**config.mk**
```make
export PLATFORM = sky130hd
export DESIGN_NAME = mode_counter
export DESIGN_NICKNAME = d
export VERILOG_FILES = /design/src/rtl/mode_counter.sv
export SDC_FILE = /design/constraint.sdc
export NUM_CORES = 1
export LEC_CHECK = 0
export CORE_UTILIZATION = 41
export CTS_CLUSTER_SIZE = 12
export DETAILED_ROUTE_END_ITERATION = 7
export GPL_ROUTABILITY_DRIVEN = 0
export PLACE_DENSITY = 0.83
export SYNTH_ARGS = -nofsm -noshare
export SYNTH_HDL_FRONTEND = slang
export SYNTH_SLANG_ARGS = --single-unit
```
**constraint.sdc**
```tcl
create_clock -name clk -period 1.6 [get_ports clk]
set_input_delay 0.32 -clock clk [delete_from_list [all_inputs] [get_ports clk]]
set_output_delay 0.32 -clock clk [all_outputs]
set_load 0.01 [all_outputs]
```
**src/rtl/mode_counter.sv**
```systemverilog
// rtl/mode_counter.sv - up/down counter with saturate or wrap at a programmable terminal value
module mode_counter #(
    parameter int                       COUNTER_WIDTH     = 8,
    parameter logic [COUNTER_WIDTH-1:0] COUNTER_THRESHOLD = {COUNTER_WIDTH{1'b1}},
    parameter int                       COUNTER_MODE      = 0
) (
    input  logic                     clk,
    input  logic                     rst,
    input  logic                     en,
    input  logic                     dir,
    input  logic                     clear,
    input  logic                     load,
    input  logic [COUNTER_WIDTH-1:0] load_value,
    output logic [COUNTER_WIDTH-1:0] counter,
    output logic                     terminal,
    output logic                     wrap,
    output logic                     over_run
);

    localparam logic [COUNTER_WIDTH-1:0] ONE = COUNTER_WIDTH'(1);

    logic [COUNTER_WIDTH-1:0] terminal_value;
    logic [COUNTER_WIDTH-1:0] load_clamped;
    logic [COUNTER_WIDTH-1:0] wrap_value;

    // Terminal depends on the direction sampled this cycle; reload value is the opposite end.
    always_comb begin
        terminal_value = dir ? '0 : COUNTER_THRESHOLD;
        wrap_value     = dir ? COUNTER_THRESHOLD : '0;
        load_clamped   = (load_value > COUNTER_THRESHOLD) ? COUNTER_THRESHOLD : load_value;
        terminal       = (counter == terminal_value);
    end

    // Count register with clear > load > enable > hold priority; over_run is sticky until clear.
    always_ff @(posedge clk or negedge rst) begin
        if (!rst) begin
            counter  <= '0;
            wrap     <= 1'b0;
            over_run <= 1'b0;
        end else if (clear) begin
            counter  <= '0;
            wrap     <= 1'b0;
            over_run <= 1'b0;
        end else if (load) begin
            counter  <= load_clamped;
            wrap     <= 1'b0;
        end else if (en) begin
            if (terminal) begin
                over_run <= 1'b1;
                if (COUNTER_MODE == 1) begin
                    counter <= wrap_value;
                    wrap    <= 1'b1;
                end else begin
                    wrap    <= 1'b0;
                end
            end else begin
                counter <= dir ? (counter - ONE) : (counter + ONE);
                wrap    <= 1'b0;
            end
        end else begin
            wrap <= 1'b0;
        end
    end

endmodule

```
==> flow_results.org <==
** GRT
- Entering global routing, the biggest net connects 10 pins.
- The first global-routing pass estimated 3950 um of wire.
- Antenna violations before repair :: 0
- Across every metal layer, demand over resource in global routing totals a little over a quarter.
- Global routing finished with a remaining overflow of 0.
- The via count of the first global-routing pass was approximately 910.

** Setup path
- In this run the critical register-to-register path is launched from counter[6].
- Slowest cell on the critical path :: or3b_2
- Buffers and inverters on the worst path :: 1
- Required time worst endpoint :: 1.76 ns
- The critical path goes through ha_4 -> nand4_1 -> a211oi_4 -> buf_4 -> or3b_2 -> a31oi_1 -> a21oi_1.
- STA classifies the critical path startpoint as a register.
- Crit. End Element :: register
- Grouping stages by cell kind, the critical path spends the most delay in simple AND/OR/NAND/NOR gates.
- Data on the critical path arrives at its endpoint at 2.09 ns.
- Largest stage delay on the critical path :: 0.48 ns
- Launching instance or port of the critical path :: counter[6]
- Maximum fanout along the worst path :: 3
- The worst setup path is of the reg2reg kind.

** Clocking
- Clock sink count :: 9
- Counting the buffers created by CTS gives 3.
- Clock tree from TritonCTS :: done
- Clock root cell :: clkbuf_4
- Worst-case clock buffer depth :: 2
- Clock latency on the worst-skew pair :: 0.28 ns
- Clock-pin slew reported for the worst setup and hold paths after clock tree synthesis :: 0.07 ns
- Buffers inserted to repair hold after CTS numbered 0.
- In this run the number of H-tree levels came out at 1.

** Logic synthesis
- Post-synth net total :: 115
- Post-synth EDFFs :: 0
- Summed over its instances, the top area cell type makes up between 20% and 30% of the synthesized netlist area.
- Of all flip-flops after synthesis, the portion carrying an async set or reset was between 90% and 100%.
- Biggest area contributors in the synthesized netlist :: dfrtp_1 28%, ha_1 9.2%, mux2i_1 6.2%
- Flip-flop cell with the highest count after synthesis :: dfrtp_1
- Sequential-to-total area share from yosys stat :: 27.7%
- Summing the areas of all compound-gate instances in the mapped netlist gives approximately a fifth of the synthesized area.
- Synthesized area :: 812 um^2
- dfrtp_1 takes more of the synthesized area than any other cell.
- After synthesis, the netlist uses 32 different library cells.
- Area share of and/or/nand/nor cells after synthesis :: 17.9%
- Post-synthesis cell count :: 94
- The Yosys step of the flow raised 0 warnings.
- Combinational family with the most area after synthesis :: compound AO/OA/AOI/OAI gates
- In the synthesized netlist, mux cells make up 8.94% of the area.
- The average instance in the mapped netlist occupies 8.64 um^2.
- In this run, synthesis produced a sequential element count of 9.
- Synth Area in Adders :: 11.7%
- Synth Area in XOR/XNOR :: 5.39%

** Pwr
- Internal Power :: 589 uW
- Peak supply drop :: 0.000521 V
- Of the total power, the share spent switching nets is a little over a third.
- For this design the static power due to leakage is 0.000643 uW.
- Sequential Power Share :: slightly below 30%
- Logic gate share of total power :: 49.7%
- Total power for the finished layout comes to 911 uW.
- The share of total power dissipated in the clock network is 21.4%.
- For this design the total switching power over the nets is about 320 uW.
- In this run the power density over the cells is around 640 nW/um^2.

** Finish
- At the end of the flow, the number of nets in the layout was 169.
- Area overhead of the layout relative to synthesis :: 76.6%
- Number of diodes :: 0
- The post-route netlist has 38.8% of its cells at a drive strength greater than 1.
- Final standard cell utilization of the core :: 80.4%

** Timing
- Worst Slack Setup Final :: -0.334 ns
- Max Fclk :: 0.517 GHz
- Unrepaired setup endpoints after global routing :: yes
- The max-slew violation count was 0.
- Final number of setup-violating endpoints :: 9
- Endpoints failing hold :: 0
- Final clock period utilization by the worst path :: 121%
- For the final database, setup skew stands at 0.00191 ns.
- The smallest clock period supported by the final layout is computed as about 1.9 ns.

** Route
- Drt pass-1 iters :: 4
- Total wire length after detailed routing :: 2770 um
- The routed layout has 930 vias.
- Number of remaining DRC errors :: 0
- For this block, the initial DRC count from the detailed router was 34.
- Average via count per standard cell :: 5.41
- Antenna viol nets, final :: 0
- After detailed routing, the average wire length per cell comes to around 16 um.

** Floorplan
- Die width :: 46.5 um
- Y dimension of the die :: 46.5 um
- Initial core utilization :: between 40% and 50%
- In this run the core area contains 15 standard-cell rows.
- In this run the standard cell core region covers 1780 um^2.
- For this design the top-level I/O count stands at 25.
- Full die area :: 2160 um^2

** Place
- HPWL Detailed :: 1870 um
- Buffers placed on the I/O ports in this run total 23.
- Place WS :: -0.930 ns

** Worst hold path
- Min-delay worst type :: in2async

** Flow run
- Number of maximum-capacitance constraint violations :: 0

** Outcome
- Violations in the final reports :: negative setup slack
- Run status :: complete, but fails checks
-- cell families (layout without fill, tap and decap cells) --
logic type | count (synthesis) | in the layout
other | 1 | 1
DFF | 9 | 9
xor gates and xnor gates | 5 | 5
and+or+nand+nor | 28 | 28
AOI/OAI and AO/OA | 25 | 25
muxes | 7 | 7
adders and majority gates | 7 | 7
buffers and inverters | 12 | 65
-- layer usage --
metal  vias up  wire (um)  GRT usage [%]
met3        10        118           5.10
met1       442       1200           30.6
met2        35       1390           47.5
li1        443          -              -
met5         -          0              0
met4         0         67           11.2
-- cells in the mapped netlist (3+ instances only) --
library cell / n
a21oi_1: 8
xnor2_1: 4
o21ai_0: 3
ha_1: 6
mux2i_1: 5
nand3b_1: 4
dfrtp_1: 9
nor2_1: 12
inv_1: 8
a211oi_1: 5
-- registers in the layout, summed over array words and instances (netlist names) --
| name | flops |
|---|---|
| counter | 8 |
| over_run | 1 |
-- what timing repair did --
action | in CTS | in global routing
endpoints found under the setup margin | 17 | 10
buffers inserted | 1 | 1
resized for setup | 26 | 6
pin swaps | 8 | 3
hold endpoints to repair | 0 | 0
-- power groups by stage --
| stage | sequential (uW) | combinational (uW) | clock, uW |
|---|---|---|---|
| final | 263 | 453 | 195 |
| after global routing | 264 | 486 | 207 |
| after CTS | 262 | 425 | 193 |
| after detailed placement | 264 | 408 | 0 |
| after global placement | 264 | 395 | 0 |
| after floorplan | 276 | 198 | 0 |
-- cells in the final DEF, fill, tap and decap left out, types with 3 or more instances in the layout --
| cell | synthesis | routed |
|---|---|---|
| dlygate4sd2_1 | 0 | 8 |
| buf_4 | 1 | 27 |
| a211oi_1 | 5 | 5 |
| clkbuf_4 | 0 | 3 |
| inv_1 | 8 | 8 |
| clkdlybuf4s50_1 | 0 | 13 |
| nor2_1 | 12 | 12 |
| xnor2_1 | 4 | 4 |
| dfrtp_1 | 9 | 9 |
| ha_4 | 0 | 6 |
| mux2i_1 | 5 | 5 |
| a21oi_2 | 0 | 4 |
| nand3b_1 | 4 | 4 |
| a21oi_1 | 8 | 4 |
-- layout make-up --
| cell class | instances | area, um^2 |
|---|---|---|
| clock buffer | 4 | 26.3 |
| fill | 112 | 349 |
| inverter | 8 | 30.0 |
| multi-input combinational | 73 | 659 |
| sequential | 9 | 225 |
| tap | 25 | 31.3 |
| timing repair buffer | 53 | 462 |
-- per-stage QoR --
step	TNS (ns)	instances	instance area (um^2)	hold WS [ns]
floorplan	-1.54	94	860	0.0244
global placement	-8.02	166	1320	0.481
detailed placement	-8.43	166	1320	0.499
CTS	-2.52	171	1390	0.386
global route	-3.04	172	1430	0.399
finish	-2.51	172	1430	0.364
-- final timing paths --
path	endpoint	slack, ns	depth (start not counted)
max in group asynchronous	counter[0]	0.92	1
setup reg to reg	counter[6]	-0.33	7
min in group clk	over_run	0.51	2
setup / recovery	counter[6]	-0.33	7
hold / removal	counter[4]	0.36	1
hold reg to reg	over_run	0.51	2
No activity file was read; power rests on OpenSTA's default activity.
